### src/rtl/pcie_tx_arb_pkg.sv
// Shared types and helpers for the PCIe TX arbiter: FSM state encoding,
// idle trn values and the round-robin pick function.
package pcie_tx_arb_pkg;

  typedef enum logic {
    ARB_IDLE = 1'b0,
    ARB_BUSY = 1'b1
  } arb_state_t;

  localparam logic [7:0] TRN_IDLE_TREM_N = 8'hff;
  localparam int         RR_MAX_SRC      = 8;

  // First set bit of req at or after ptr, wrapping at n; returns ptr when req is empty.
  function automatic logic [2:0] rr_pick(input logic [7:0] req, input logic [2:0] ptr, input int n);
    logic [2:0] sel;
    logic       found;
    int         c;
    sel   = ptr;
    found = 1'b0;
    for (int k = 0; k < RR_MAX_SRC; k++) begin
      c = int'(ptr) + k;
      if (c >= n) c = c - n;
      if (!found && (k < n) && req[c[2:0]]) begin
        sel   = c[2:0];
        found = 1'b1;
      end
    end
    return sel;
  endfunction

endpackage

### src/rtl/pcie_tx_arb_if.sv
// Source-side handshake plus the trn_* TX bus toward the endpoint core.
// slave = arbiter view, master = sources/core view.
interface pcie_tx_arb_if #(
  parameter int NUM_SRC = 3
);
  logic [NUM_SRC-1:0]       src_req_v;
  logic [NUM_SRC-1:0]       src_req_grant;
  logic                     src_req_stall;
  logic [NUM_SRC-1:0]       src_req_done;
  logic [NUM_SRC-1:0][63:0] src_trn_td;
  logic [NUM_SRC-1:0][7:0]  src_trn_trem_n;
  logic [NUM_SRC-1:0]       src_trn_tsof_n;
  logic [NUM_SRC-1:0]       src_trn_teof_n;
  logic [NUM_SRC-1:0]       src_trn_tsrc_rdy_n;

  logic [63:0]              trn_td;
  logic [7:0]               trn_trem_n;
  logic                     trn_tsof_n;
  logic                     trn_teof_n;
  logic                     trn_tsrc_rdy_n;
  logic                     trn_tdst_rdy_n;
  logic [5:0]               trn_tbuf_av;

  modport slave (
    input  src_req_v, src_req_done, src_trn_td, src_trn_trem_n,
           src_trn_tsof_n, src_trn_teof_n, src_trn_tsrc_rdy_n,
           trn_tdst_rdy_n, trn_tbuf_av,
    output src_req_grant, src_req_stall,
           trn_td, trn_trem_n, trn_tsof_n, trn_teof_n, trn_tsrc_rdy_n
  );

  modport master (
    output src_req_v, src_req_done, src_trn_td, src_trn_trem_n,
           src_trn_tsof_n, src_trn_teof_n, src_trn_tsrc_rdy_n,
           trn_tdst_rdy_n, trn_tbuf_av,
    input  src_req_grant, src_req_stall,
           trn_td, trn_trem_n, trn_tsof_n, trn_teof_n, trn_tsrc_rdy_n
  );

endinterface

### src/rtl/pcie_rr_pick.sv
// Combinational round-robin selector: first requester at or after ptr, wrapping.
// Shared with the TX queue logic.
module pcie_rr_pick #(
  parameter int NUM_SRC  = 3,
  parameter int SRC_BITS = 2
) (
  input  logic [NUM_SRC-1:0]  req,
  input  logic [SRC_BITS-1:0] ptr,
  output logic                valid,
  output logic [SRC_BITS-1:0] idx
);
  import pcie_tx_arb_pkg::*;

  logic [RR_MAX_SRC-1:0] req_ext;

  genvar gi;
  generate
    for (gi = 0; gi < RR_MAX_SRC; gi++) begin : g_req_ext
      if (gi < NUM_SRC) begin : g_live
        assign req_ext[gi] = req[gi];
      end else begin : g_pad
        assign req_ext[gi] = 1'b0;
      end
    end
  endgenerate

  assign valid = |req;
  assign idx   = SRC_BITS'(rr_pick(req_ext, 3'(ptr), NUM_SRC));

endmodule

### src/rtl/pcie_tx_arb.sv
// Round-robin arbiter of NUM_SRC TLP sources onto one PCIe trn_* TX bus, grant held per TLP.
// Optional BUSY watchdog enabled by `define PCIE_TX_ARB_WDOG_EN.
module pcie_tx_arb #(
  parameter int NUM_SRC     = 3,
  parameter int SRC_BITS    = 2,
  parameter int MIN_BUF_AV  = 1,
  parameter int WDOG_CYCLES = 1024
) (
  input  logic           pcie_clk,
  input  logic           rst_n,
  pcie_tx_arb_if.slave   bus,
  output logic           err_wdog
);
  import pcie_tx_arb_pkg::*;

  localparam logic [0:0]          ST_IDLE      = ARB_IDLE;
  localparam logic [0:0]          ST_BUSY      = ARB_BUSY;
  localparam logic [5:0]          MIN_BUF_AV_W = 6'(MIN_BUF_AV);
  localparam logic [SRC_BITS-1:0] LAST_SRC     = SRC_BITS'(NUM_SRC - 1);

  generate
    if (NUM_SRC < 2 || NUM_SRC > RR_MAX_SRC || SRC_BITS != $clog2(NUM_SRC) || WDOG_CYCLES < 2) begin : g_bad_params
      $error("pcie_tx_arb: illegal parameter set");
    end
  endgenerate

  logic [0:0]          state_reg, state_next;
  logic [NUM_SRC-1:0]  grant_reg, grant_next;
  logic [SRC_BITS-1:0] gidx_reg, gidx_next;
  logic [SRC_BITS-1:0] ptr_reg, ptr_next;
  logic [SRC_BITS-1:0] ptr_after;
  logic [SRC_BITS-1:0] pick_idx;
  logic                pick_valid;
  logic                busy;
  logic                done_fire;
  logic                wdog_fire;

  pcie_rr_pick #(
    .NUM_SRC  (NUM_SRC),
    .SRC_BITS (SRC_BITS)
  ) u_pick (
    .req   (bus.src_req_v),
    .ptr   (ptr_reg),
    .valid (pick_valid),
    .idx   (pick_idx)
  );

  assign busy      = (state_reg == ST_BUSY);
  // A done beat only counts when the core actually accepts it.
  assign done_fire = busy && bus.src_req_done[gidx_reg] && !bus.trn_tdst_rdy_n;
  assign ptr_after = (gidx_reg == LAST_SRC) ? '0 : gidx_reg + 1'b1;

`ifdef PCIE_TX_ARB_WDOG_EN
  localparam int                   WDOG_BITS = $clog2(WDOG_CYCLES);
  localparam logic [WDOG_BITS-1:0] WDOG_LAST = WDOG_BITS'(WDOG_CYCLES - 1);

  logic [WDOG_BITS-1:0] wdog_cnt_reg;
  logic                 err_reg;

  // Held at zero while idle, so it starts from zero on every grant.
  always_ff @(posedge pcie_clk) begin
    if (!rst_n) begin
      wdog_cnt_reg <= '0;
      err_reg      <= 1'b0;
    end else begin
      wdog_cnt_reg <= busy ? wdog_cnt_reg + 1'b1 : '0;
      if (wdog_fire) err_reg <= 1'b1;
    end
  end

  assign wdog_fire = busy && !done_fire && (wdog_cnt_reg == WDOG_LAST);
  assign err_wdog  = err_reg;
`else
  assign wdog_fire = 1'b0;
  assign err_wdog  = 1'b0;
`endif

  always_comb begin
    state_next = state_reg;
    grant_next = grant_reg;
    gidx_next  = gidx_reg;
    ptr_next   = ptr_reg;
    case (state_reg)
      ST_IDLE: begin
        if (pick_valid && (bus.trn_tbuf_av >= MIN_BUF_AV_W)) begin
          state_next = ST_BUSY;
          gidx_next  = pick_idx;
          grant_next = NUM_SRC'(1) << pick_idx;
        end
      end
      default: begin
        if (done_fire || wdog_fire) begin
          state_next = ST_IDLE;
          grant_next = '0;
          ptr_next   = ptr_after;
        end
      end
    endcase
  end

  always_ff @(posedge pcie_clk) begin
    if (!rst_n) begin
      state_reg <= ST_IDLE;
      grant_reg <= '0;
      gidx_reg  <= '0;
      ptr_reg   <= '0;
    end else begin
      state_reg <= state_next;
      grant_reg <= grant_next;
      gidx_reg  <= gidx_next;
      ptr_reg   <= ptr_next;
    end
  end

  assign bus.src_req_grant = grant_reg;
  assign bus.src_req_stall = bus.trn_tdst_rdy_n;

  always_comb begin
    bus.trn_td         = '0;
    bus.trn_trem_n     = TRN_IDLE_TREM_N;
    bus.trn_tsof_n     = 1'b1;
    bus.trn_teof_n     = 1'b1;
    bus.trn_tsrc_rdy_n = 1'b1;
    if (busy) begin
      bus.trn_td         = bus.src_trn_td[gidx_reg];
      bus.trn_trem_n     = bus.src_trn_trem_n[gidx_reg];
      bus.trn_tsof_n     = bus.src_trn_tsof_n[gidx_reg];
      bus.trn_teof_n     = bus.src_trn_teof_n[gidx_reg];
      bus.trn_tsrc_rdy_n = bus.src_trn_tsrc_rdy_n[gidx_reg];
    end
  end

endmodule

### src/flat_wrapper.sv
// flat-port wrapper written by rule: the top's interface ports become plain ports
module pcie_tx_arb_flat import pcie_tx_arb_pkg::*;
#(
  parameter int NUM_SRC     = 3,
  parameter int SRC_BITS    = 2,
  parameter int MIN_BUF_AV  = 1,
  parameter int WDOG_CYCLES = 1024
)
  (pcie_clk, rst_n, err_wdog, bus_src_req_v, bus_src_req_done, bus_src_trn_td, bus_src_trn_trem_n, bus_src_trn_tsof_n, bus_src_trn_teof_n, bus_src_trn_tsrc_rdy_n, bus_trn_tdst_rdy_n, bus_trn_tbuf_av, bus_src_req_grant, bus_src_req_stall, bus_trn_td, bus_trn_trem_n, bus_trn_tsof_n, bus_trn_teof_n, bus_trn_tsrc_rdy_n);
  pcie_tx_arb_if #(.NUM_SRC(NUM_SRC)) bus_i ();
  input  logic pcie_clk;
  input  logic rst_n;
  output logic err_wdog;
  input wire logic [$bits(bus_i.src_req_v)-1:0] bus_src_req_v;
  input wire logic [$bits(bus_i.src_req_done)-1:0] bus_src_req_done;
  input wire logic [$bits(bus_i.src_trn_td)-1:0] bus_src_trn_td;
  input wire logic [$bits(bus_i.src_trn_trem_n)-1:0] bus_src_trn_trem_n;
  input wire logic [$bits(bus_i.src_trn_tsof_n)-1:0] bus_src_trn_tsof_n;
  input wire logic [$bits(bus_i.src_trn_teof_n)-1:0] bus_src_trn_teof_n;
  input wire logic [$bits(bus_i.src_trn_tsrc_rdy_n)-1:0] bus_src_trn_tsrc_rdy_n;
  input wire logic [$bits(bus_i.trn_tdst_rdy_n)-1:0] bus_trn_tdst_rdy_n;
  input wire logic [$bits(bus_i.trn_tbuf_av)-1:0] bus_trn_tbuf_av;
  output wire logic [$bits(bus_i.src_req_grant)-1:0] bus_src_req_grant;
  output wire logic [$bits(bus_i.src_req_stall)-1:0] bus_src_req_stall;
  output wire logic [$bits(bus_i.trn_td)-1:0] bus_trn_td;
  output wire logic [$bits(bus_i.trn_trem_n)-1:0] bus_trn_trem_n;
  output wire logic [$bits(bus_i.trn_tsof_n)-1:0] bus_trn_tsof_n;
  output wire logic [$bits(bus_i.trn_teof_n)-1:0] bus_trn_teof_n;
  output wire logic [$bits(bus_i.trn_tsrc_rdy_n)-1:0] bus_trn_tsrc_rdy_n;
  assign bus_i.src_req_v = bus_src_req_v;
  assign bus_i.src_req_done = bus_src_req_done;
  assign bus_i.src_trn_td = bus_src_trn_td;
  assign bus_i.src_trn_trem_n = bus_src_trn_trem_n;
  assign bus_i.src_trn_tsof_n = bus_src_trn_tsof_n;
  assign bus_i.src_trn_teof_n = bus_src_trn_teof_n;
  assign bus_i.src_trn_tsrc_rdy_n = bus_src_trn_tsrc_rdy_n;
  assign bus_i.trn_tdst_rdy_n = bus_trn_tdst_rdy_n;
  assign bus_i.trn_tbuf_av = bus_trn_tbuf_av;
  assign bus_src_req_grant = bus_i.src_req_grant;
  assign bus_src_req_stall = bus_i.src_req_stall;
  assign bus_trn_td = bus_i.trn_td;
  assign bus_trn_trem_n = bus_i.trn_trem_n;
  assign bus_trn_tsof_n = bus_i.trn_tsof_n;
  assign bus_trn_teof_n = bus_i.trn_teof_n;
  assign bus_trn_tsrc_rdy_n = bus_i.trn_tsrc_rdy_n;
  pcie_tx_arb #(.NUM_SRC(NUM_SRC), .SRC_BITS(SRC_BITS), .MIN_BUF_AV(MIN_BUF_AV), .WDOG_CYCLES(WDOG_CYCLES)) u_core (.pcie_clk(pcie_clk), .rst_n(rst_n), .bus(bus_i), .err_wdog(err_wdog));
endmodule
### config.mk
export PLATFORM = sky130hd
export DESIGN_NAME = pcie_tx_arb_flat
export DESIGN_NICKNAME = d
export VERILOG_FILES = /design/src/rtl/pcie_tx_arb_pkg.sv /design/src/rtl/pcie_tx_arb_if.sv /design/src/rtl/pcie_rr_pick.sv /design/src/rtl/pcie_tx_arb.sv /design/src/flat_wrapper.sv
export SDC_FILE = /design/constraint.sdc
export NUM_CORES = 1
export LEC_CHECK = 0
export BUFFER_PORTS_ARGS = -buffer_cell sky130_fd_sc_hd__buf_2
export CORE_AREA = 2 2 123 125
export DETAILED_ROUTE_END_ITERATION = 10
export DIE_AREA = 0 0 125 127
export SKIP_LAST_GASP = 1
export SLEW_MARGIN = 20
export SYNTH_ARGS = -nofsm -noshare
export SYNTH_HDL_FRONTEND = slang
export SYNTH_SLANG_ARGS = --single-unit
### constraint.sdc
create_clock -name pcie_clk -period 2.7 [get_ports pcie_clk]
set_clock_uncertainty 0.15 [all_clocks]
set_input_delay 0.405 -clock pcie_clk [delete_from_list [all_inputs] [get_ports pcie_clk]]
set_output_delay 0.405 -clock pcie_clk [all_outputs]
set_load 0.1 [all_outputs]
* After elaboration in Yosys (flattened, before gate mapping)
Index checks and enable logic that the tools add are counted.
W data, S select, Z words.
** Storage, ports and cells
- Logic and storage cells :: 73
- Register bits :: 8
- Output and inout port bits :: 80
- Bits of input ports :: 240
** Operators by class
- Reduce and logical (&&, ||, !) cells :: 13
- Muxes and demuxes :: 38
- Bitwise operators :: 1
- Add/subtract/negate cells :: 6
- Eq/ne operators :: 2
- Order comparisons :: 8
- Shifts and indexed selects :: 1
** Operator list (number)
- $bmux W64 S2 :: 1
- $mux W64 :: 2
- $mux W3 :: 6
- $bmux W8 S2 :: 1
- $mux W8 :: 2
- $mux W1 :: 15
- $lt A3 B4 Y1 const B :: 3
- $bmux W1 S3 :: 3
- $bmux W1 S2 :: 4
- $mux W2 :: 4
- $ge A3 B2 Y1 const B :: 2
- $ge A6 B1 Y1 const B :: 1
- $reduce_and A2 Y1 :: 3
- $sub A3 B2 Y3 const B :: 2
- $logic_and A1 B1 Y1 :: 5
- $add A2 B1 Y3 const B :: 1
- $add A2 B2 Y3 const B :: 1
- $logic_not A1 Y1 :: 3
- $lt A2 B3 Y1 const B :: 1
- $reduce_or A3 Y1 :: 1
- $shl A1 B2 Y3 const A :: 1
- $sub A2 B2 Y3 const B :: 1
- $add A2 B1 Y2 const B :: 1
- $eq A2 B2 Y1 const B :: 1
- 4 further kinds :: 4

* Depth between registers and ports, before layout
Gate-level depths: netlist of run 1.
- Depth after elaboration :: 14
- Mapped depth :: 8
- Depth with buffers taken out :: 8

* Hierarchy
From an unflattened synthesis of run 1, not the netlist that was laid out.
** Unflattened totals
- Cells, all modules :: 407
- Area total of the unflattened synthesis :: 2757.6 um^2
** By module, submodules not included
- pcie_tx_arb :: cells an instance 367, times used 1, area each 2429.8 um^2
- pcie_rr_pick :: cells an instance 40, times used 1, area each 327.8 um^2

* Least setup slack after synthesis of run 1
Ideal clock, no wire load.
- Path kind :: flip-flop to output port
- From :: reg u_core.gidx_reg[0]
- To :: out bus_trn_teof_n
- Cell stages (with the launch flop) :: 6
- Data required time :: 2.145 ns
- Slack :: -0.401 ns
- Arrival time :: 2.546 ns
- Cells stage by stage :: dfxtp_1 -> buf_2 -> buf_2 -> buf_2 -> mux2i_1 -> o211ai_1
** On the way
- Word-level cells in the longest chain between the ends :: 3
** Ends and longest elaborated chain
- from (decl) :: line pcie_tx_arb.sv:29 : logic [SRC_BITS-1:0] gidx_reg, gidx_next;
- from (signal assigned) :: line pcie_tx_arb.sv:110 : gidx_reg <= gidx_next;
- $bmux W1 S2 :: line pcie_tx_arb.sv:128 : bus.trn_teof_n = bus.src_trn_teof_n[gidx_reg];
- $mux W1 (implied by the code) :: line pcie_tx_arb.sv:128
- $mux W1 :: line pcie_tx_arb.sv:124 : if (busy) begin
- to (decl) :: line flat_wrapper.sv:28 : output wire logic [$bits(bus_i.trn_teof_n)-1:0] bus_trn_teof_n;
Every way passes these cells. The select of a mux whose other input is x is not followed.

* Worst setup path in the final report of run 1
- From :: reg u_core.ptr_reg[1]
- To :: reg u_core.grant_reg[0] (netlist: u_core.bus.src_req_grant[0])
** On the way
- Word-level cells in the longest chain between the ends :: 14
- Elaborated cells between the ends (all ways) :: 29
** Ends and longest elaborated chain
- from (decl) :: line pcie_tx_arb.sv:30 : logic [SRC_BITS-1:0] ptr_reg, ptr_next;
- from (signal assigned) :: line pcie_tx_arb.sv:111 : ptr_reg <= ptr_next;
- parallel branches: the longest is 10 deep, another holds $add A2 B1 Y3
- $mux W2 (*) :: line pcie_tx_arb_pkg.sv:23 : if (!found && (k < n) && req[c[2:0]]) begin
- $shl A1 B2 Y3 (*) :: line pcie_tx_arb.sv:88 : grant_next = NUM_SRC'(1) << pick_idx;
- $mux W3 (*) :: line pcie_tx_arb.sv:85 : if (pick_valid && (bus.trn_tbuf_av >= MIN_BUF_AV_W)) begin
- $mux W3 (*) :: line pcie_tx_arb.sv:83 : case (state_reg)
- to (signal assigned) :: line pcie_tx_arb.sv:109 : grant_reg <= grant_next;
- to (decl) :: line pcie_tx_arb.sv:28 : logic [NUM_SRC-1:0] grant_reg, grant_next;
Every way passes the cells marked *. The select of a mux whose other input is x is not followed.
A chain may end at the register's enable or synchronous reset.

==> results.md, run 1 <==
- The largest stage delay on the critical path is approximately 470 ps.
- In this run the critical register-to-register path is launched from u_core.ptr_reg[1].
- Setup violations remaining at the end of the flow were counted as 0.
- The initial antenna violation count is 1.
- The final number of hold-violating endpoints was 0.
- The worst setup path category is reg -> reg.
- Counting both buffers and inverters, the worst setup path holds a total of 1.
- The placement-stage cell area is 5590 um^2.
- The all-layer global routing usage is 0.145.
- The total non-filler cell area in the finished layout is about 5700 um^2.
- The worst slack at placement is between 300 and 400 ps.
- The multiplexer fraction of the synthesized cell area is 0.302.
- The worst hold path terminates at u_core.bus.src_req_grant[1].
- The register with the most flip-flops in the layout has 3 of them.
- In the finished design, the share of the clock period the worst path needs comes to 0.867.
- Once layout is complete, the cells apart from fillers number a little under 900.
- The number of nets in the synthesized netlist is roughly 650.
- The largest net degree at the start of global routing is 80.
- The run finished with clean final reports.
- The cell at the root of the clock tree is sky130_fd_sc_hd__clkbuf_16.
- The via count of the first global-routing pass is approximately 3800.
- Row generation in the floorplan step produced 44 rows.
- No sink is reached through more buffers than the 2 on the longest clock path.
- The achievable frequency is 0.427 GHz.
- The final critical path time including I/O delays and setup is approximately 2300 ps.
- The number of stages on the worst hold path is 3.
- TritonCTS built the clock tree.
- For this run, design rule violations remaining after detail routing come to 0.
- The worst setup path is launched from a flop.
- The die outline height is about 130 um.
- The core region is 14400 um^2.
- The largest fanout on the critical path is 10.
- The source of the critical timing path is u_core.ptr_reg[1].
- The slowest library cell on the worst path is sky130_fd_sc_hd__dfxtp_1.
- Across the run, the number of max-cap violations was 0.
- Of the total synthesized cell area, the portion taken by full adders, half adders and majority gates is 0.0279.
- The first global-routing pass estimated 19300 um of wire.
- For the pin with the worst max-slew slack, the measured transition is 578 ps.
- The combinational family with the most area after synthesis is simple AND/OR/NAND/NOR gates.
- The starting density of the core is 0.186.
- The endpoint identified for the worst register-to-register timing path is u_core.bus.src_req_grant[0].
- The post-detailed-placement half-perimeter wirelength is 10200 um.
- After global routing the overflow that remains totals 0.
- The share of synthesized registers carrying an async set or reset is 0.
- Hold is met by ~320 ps.
- The most used cell along the critical path is sky130_fd_sc_hd__a22o_1.
- STA puts the critical path data arrival time at 2320 ps.
- STA puts the critical path data required time at 2670 ps.
- In this run the post-CTS setup repair buffer count came out at 0.
- The per-cell routed wire length is between 10 and 15 um.
- STA classifies the critical path endpoint as a flop.
- The sum of routed wire length over all layers is between 10000 and 15000 um.
- The via total after detailed routing is 3891.
- Averaged over all synthesized cells, the footprint is 6.59 um^2.
- The die boundary width is 125 um.
- The synthesized design contains 8 register bits.
- The kind of path behind the tightest hold check is in -> reg.
- In this run the most critical hold path is launched from rst_n.
- The area of the mapped netlist is around 2700 um^2.
- The worst max-slew margin expressed relative to the limit is 0.614.
- The top-level I/O count is 320.
- The number of clock sinks is 8.
- The maximum ir drop on the vdd rail is 0.000194 V.
- The final worst setup slack is 359 ps.
- The post-cts gate resize count is 0.
- The level count of the clock H-tree is 1.
- The critical path goes through inv_1 > ha_1 > a22o_1 > a2111oi_0 > a22o_1 > a21oi_1 > a32o_1.
- The number of instances in the synthesized netlist is 408.
- Setup repair after global routing left no endpoint under its margin.
- In this run the register-to-register setup slack is roughly 360 ps.
- The detail route stage leaves a number of antenna-violating nets equal to 0.
- The detailed-router iteration count before antenna repair is 4.
- The number of cells traversed by the worst register-to-register path is 7.
- For this design, the CTS-stage hold fixing added 0 buffers.
- The synthesized design contains 0 enable-type register cells.
- The weighted congestion at the end of routability-driven global placement is 0.861.
- The area fraction in compound gates after synthesis is 0.222.
- Of the total synthesized cell area, the portion taken by XOR and XNOR cells is 0.
- The die covers 15900 um^2.
- The number of max-slew violations in the final report was 0.
- The first-iteration detailed-routing DRC count is 104.
- Of the synthesized area, sequential elements account for 0.0596.
- The total power per unit cell area is roughly 470 nW/um^2.
- For this run, the number of Yosys warnings is 0.
- 0 antenna diodes ended up in the layout.
- Counting distinct cell types in the post-synthesis netlist gives 39.
- In the synthesized netlist the dominant register cell turns out to be sky130_fd_sc_hd__dfxtp_1.
- After the last flow step, the layout net total stands at 946.
- Once placement completed, the tool counted placed cells totaling a little under 900.
- Of the cells placed in the final design, the portion with a size suffix greater than 1 is 0.484.
- Of the total synthesized cell area, the portion taken by AND, OR, NAND and NOR gates is 0.319.
- The design draws 0.00265 W.
- Clock-pin slew was measured on the worst setup and hold paths at 40 ps.
- The static leakage power is 2.56 nW.
- After detailed routing, the number of vias per cell comes to 4.41.
- At the later pin of the worst-skew pair, clock insertion delay measures roughly 230 ps.
- Relative to the synthesized area, the layout overhead comes to 111%.
- The gate family responsible for the most delay along the worst path is compound AO/OA/AOI/OAI gates.
- The count of buffers added on input and output ports is 318.
- Counting the buffers created by CTS gives 3.
-- through the flow --
stage	setup TNS [ps]	utilization
3_5_place_dp	0	0.387
4_1_cts	0	0.393
6_report	0	0.393
2_1_floorplan	-1520	-
3_3_place_gp	0	0.387
5_1_grt	0	0.393
-- tightest hold or removal path, cell delays in order --
cell	delay, ps
sky130_fd_sc_hd__buf_2	110
sky130_fd_sc_hd__nand2_1	70
sky130_fd_sc_hd__o31ai_2	60
-- cell usage in the layout, fill, tap and decap left out, drive strengths merged --
| cell | instances |
|---|---|
| o31ai | 1 |
| a22o | 3 |
| clkbuf | 4 |
| a2111oi | 1 |
| and2 | 68 |
| dfxtp | 8 |
| buf | 324 |
| nor2b | 4 |
| or2b | 2 |
| nand2 | 79 |
| ha | 6 |
| o21ai | 70 |
| nor2 | 9 |
| or2 | 2 |
| o32a | 1 |
| nand4b | 1 |
| a21oi | 3 |
| nand3 | 2 |
| conb | 1 |
| a22oi | 1 |
| mux2i | 81 |
| nor4 | 1 |
| o22ai | 1 |
| nand3b | 1 |
| nor3 | 1 |
| o211ai | 11 |
| a211oi | 4 |
| a32o | 2 |
| a21o | 1 |
| nand4bb | 1 |
| a32oi | 1 |
| inv | 4 |
-- synth_stat cells (2+ instances only) --
| library cell | n | area [um^2] |
|---|---|---|
| sky130_fd_sc_hd__mux2i_1 | 81 | 811 |
| sky130_fd_sc_hd__a32o_1 | 2 | 20.0 |
| sky130_fd_sc_hd__a211oi_1 | 3 | 22.5 |
| sky130_fd_sc_hd__o211ai_1 | 11 | 82.6 |
| sky130_fd_sc_hd__nand2_1 | 79 | 297 |
| sky130_fd_sc_hd__nor2_1 | 9 | 33.8 |
| sky130_fd_sc_hd__dfxtp_1 | 8 | 160 |
| sky130_fd_sc_hd__a22o_1 | 2 | 17.5 |
| sky130_fd_sc_hd__or2_2 | 2 | 12.5 |
| sky130_fd_sc_hd__and2_1 | 67 | 419 |
| sky130_fd_sc_hd__o21ai_0 | 69 | 345 |
| sky130_fd_sc_hd__nor2b_1 | 4 | 25.0 |
| sky130_fd_sc_hd__or2b_1 | 2 | 15.0 |
| sky130_fd_sc_hd__nand3_1 | 2 | 10.0 |
| sky130_fd_sc_hd__clkbuf_1 | 20 | 75.1 |
| sky130_fd_sc_hd__buf_2 | 12 | 60.1 |
| sky130_fd_sc_hd__a21oi_1 | 3 | 15.0 |
| sky130_fd_sc_hd__ha_1 | 6 | 75.1 |
| sky130_fd_sc_hd__buf_4 | 2 | 15.0 |
| sky130_fd_sc_hd__inv_1 | 4 | 15.0 |
| sky130_fd_sc_hd__buf_1 | 2 | 7.51 |
-- layer usage --
layer	global-route usage	routed length, um
met1	0.167	4790
met2	0.292	6690
met3	0.0188	876
met4	0.0150	94
met5	0	0
-- report_power, final --
group          total, W  internal, W  switching [W]  leakage (nW)
logic           0.00224     0.000827        0.00141          2.46
clock network  0.000257     0.000197      0.0000598        0.0382
registers      0.000154     0.000130      0.0000234        0.0668
total           0.00265      0.00115        0.00149          2.56
-- worst max path at each step --
stage,depth (start not counted),to
3_3_place_gp,7,u_core.bus.src_req_grant[2]
3_5_place_dp,7,u_core.bus.src_req_grant[2]
6_report,7,u_core.bus.src_req_grant[0]
5_1_grt,7,u_core.bus.src_req_grant[0]
4_1_cts,7,u_core.bus.src_req_grant[0]
2_1_floorplan,5,bus_trn_teof_n
-- cell families after synthesis --
family	after synthesis
AO/OA/AOI/OAI	100
adder cells (fa/ha/maj)	6
buffers and inverters	41
flip-flops	8
multiplexers	81
other	1
AND/OR/NAND/NOR	171
-- area by class of cell --
class                      instances  area [um^2]
sequential                         8          166
clock buffer                       4         78.8
timing repair buffer             324         2830
fill                            1483         8760
tap                              184          230
inverter                           4         15.0
multi-input combinational        359         2350
Power figures use the tool's default switching activity.
==> inputs of run 2 (changes only) <==
Settings changed: CELL_PAD_IN_SITES_DETAIL_PLACEMENT from default to 2, CELL_PAD_IN_SITES_GLOBAL_PLACEMENT from default to 2, CORE_AREA 2 2 123 125 to default, CORE_UTILIZATION from default to 14, DIE_AREA 0 0 125 127 to default, PLACE_DENSITY_LB_ADDON from default to 0.1.
==> run 2 against run 1 <==
Sequential cell count unchanged. Setup slack got worse by 59 ps. Combinational power about the same. Sequential power about the same. Sequential share of layout area about the same. Largest power group unchanged.
==> results.md, run 2 (same netlist as run 1, synthesis figures left out) <==
- The worst setup path is captured at a flop.
- The period utilization is 0.889 (+0.0219).
- The buffering stage count on the worst path with inverters included is 1 (unchanged).
- The cell at the root of the clock tree is sky130_fd_sc_hd__clkbuf_16.
- The top-level I/O count came to 320 (unchanged).
- The instance count after placement with tap cells included is 930 (+5.8%).
- The post-layout total power was 0.00267 W (+0.83%).
- The per-cell routed wire length is 17.6 um (+25%).
- The number of max-slew violations in the final report is 0 (unchanged).
- The final number of hold-violating endpoints came to 0 (unchanged).
- Among cell families on the critical path, the largest total delay comes from compound AO/OA/AOI/OAI gates.
- The share of cells above drive strength 1 is 0.484 (+0.000738).
- The die outline height is 141 um (+11%).
- The number of setup buffers added after CTS is 0 (unchanged).
- The maximum ir drop on the vdd rail is 0.000180 V (-7.3%).
- The initial antenna violation count is 1 (unchanged).
- The area growth from synthesis to layout is 113%.
- The hold buffer count at CTS came to 0 (unchanged).
- The via count of the first global-routing pass was 4475 (+16%).
- The placement-stage cell area is 5650 um^2 (+1.0%).
- The sum of routed wire length over all layers is 16500 um (+32%).
- The detailed-route vias per instance is 4.38 (-0.56%).
- The post-cts gate resize count was 0 (unchanged).
- The worst hold slack after final layout is 300 ps (-16.1 ps).
- The min-delay analysis places its worst path in the category in -> reg.
- STA classifies the critical path startpoint as a flop.
- The largest net degree at the start of global routing is 77 (-3.8%).
- The weighted congestion at the end of routability-driven global placement was 0.747 (-13%).
- The number of buffer cells added on primary ports is 318 (unchanged).
- The clock latency on the worst-skew pair is 230 ps (about the same).
- The achievable frequency is 0.417 GHz (-2.5%).
- The number of rows created at floorplan is 50 (+14%).
- The number of filler cells placed in the layout is 2238 (+51%).
- The all-layer global routing usage is 0.159 (+0.0140).
- The TritonCTS buffer count came to 3 (unchanged).
- The die boundary width is 141 um (+12%).
- The detailed-router iteration count before antenna repair was 4 (unchanged).
- The first-iteration detailed-routing DRC count is 65 (-38%).
- The area used by multi-input combinational logic is 2350 um^2 (unchanged).
- The via total after detailed routing is 4097 (+5.3%).
- The final setup violation count came to 0 (unchanged).
- The maximum clock path buffer count was 2 (unchanged).
- The static leakage power was 2.57 nW (about the same).
- The flow ran to the end, and the final reports show no timing, DRC or antenna violations.
- The arrival time of data at the critical path endpoint is 2370 ps (+50 ps).
- The number of DRC violations after detailed routing is 0 (unchanged).
- The sequential standard cell area was 166 um^2 (unchanged).
- The core area is 18800 um^2 (+30%).
- The global-route congestion overflow total is 0 (unchanged).
- The final antenna-violating net count is 0 (unchanged).
- The max capacitance violation total is 0 (unchanged).
- Setup repair after global routing left no endpoint under its margin.
- The worst endpoint required time is 2670 ps (about the same).
- The worst max-slew margin expressed relative to the limit is 0.636 (+0.0221).
- The total power per unit cell area was 466 nW/um^2 (-0.23%).
- The library cells used most frequently in the layout, excluding fill and tap cells, are 243 x sky130_fd_sc_hd__buf_2, 81 x sky130_fd_sc_hd__mux2i_1, 79 x sky130_fd_sc_hd__nand2_1, 79 x sky130_fd_sc_hd__buf_12, 69 x sky130_fd_sc_hd__o21ai_0.
- The post-detailed-placement half-perimeter wirelength is 13500 um (+32%).
- The final-layout setup total negative slack is 0 ps (unchanged).
- The most used cell along the critical path is sky130_fd_sc_hd__a22o_1.
- The level count of the clock H-tree came to 1 (unchanged).
- The leading cell type in the layout, fill and taps excluded is sky130_fd_sc_hd__buf_2.
- The global-route wire length before repair was 24800 um (+29%).
- The total non-filler cell area in the finished layout is 5730 um^2 (+1.1%).
- The starting density of the core is 0.143 (-0.0431).
- The slew at the pin with the worst max-slew slack is 545 ps (-33.1 ps).
- The die footprint was 19800 um^2 (+24%).
- The number of flip-flops in the largest register is 3 (unchanged).
- The number of cells in the finished layout apart from fillers came to 935 (+5.9%).
- The largest stage delay on the critical path is 510 ps (+40 ps).
- The number of clock sinks came to 8 (unchanged).
- The slowest stage of the critical path belongs to the cell sky130_fd_sc_hd__dfxtp_1.
- The clock slew at the register clock pins of the worst setup and hold paths was 40 ps (about the same).
- The CTS tree is built.
- The setup path with the least slack is of type reg -> reg.
- The final critical path time including I/O delays and setup is 2400 ps (+59.1 ps).
- The worst-case register-to-register setup slack is 300 ps (-60 ps).
- Walking the worst path, the cells encountered are inv_1 > ha_1 > a22o_1 > a2111oi_0 > a22o_1 > a21oi_1 > a32o_1.
- The largest fanout on the critical path is 10 (unchanged).
- The count of nets after finishing is 947 (+0.11%).
-- run 2: cell count changes in the layout (fill, tap and decap cells not counted), sizes merged --
cell,before,now
buf,324,325
diode,0,1
-- run 2: final timing paths --
kind / from / end / cells after the start
min reg2reg: u_core.bus.src_req_grant[1] / u_core.bus.src_req_grant[1] / 2
max reg2reg: u_core.ptr_reg[1] / u_core.bus.src_req_grant[0] / 7
max: u_core.ptr_reg[1] / u_core.bus.src_req_grant[0] / 7
min: rst_n / u_core.bus.src_req_grant[1] / 3
-- run 2: final cells by class --
cell class / count / area share
antenna: 1 / 0.000437
clock buffer: 4 / 0.0138
inverter: 4 / 0.00262
tap: 234 / 0.0511
multi-input combinational: 359 / 0.411
sequential: 8 / 0.0291
timing repair buffer: 325 / 0.492
-- run 2: power by group --
group          internal [W]  total, W  switching, W  leakage (nW)
logic              0.000824   0.00226       0.00143          2.46
clock network      0.000197  0.000258     0.0000614        0.0382
registers          0.000130  0.000151     0.0000214        0.0668
total               0.00115   0.00267       0.00152          2.57
-- run 2: metrics by stage --
step           setup slack [ps]   util
2_1_floorplan              -143      -
4_1_cts                     308  0.305
6_report                    299  0.305
3_5_place_dp                328  0.301
5_1_grt                     164  0.305
3_3_place_gp                430  0.301
-- run 2: routing by layer --
metal | track usage | wire [um] | up-vias
li1 | - | - | 1994
met1 | 0.172 | 6110 | 1926
met2 | 0.321 | 9060 | 169
met3 | 0.0352 | 1140 | 8
met4 | 0.0154 | 146 | 0
met5 | 0 | 0 | -
-- run 2: worst reg2reg max path, delay by kind of cell, from the launching register on --
kind                     cells  cell delay [ps]
AO/OA/AOI/OAI                5             1210
adder cells (fa/ha/maj)      1              300
buffers and inverters        1              120
flip-flops                   1              510
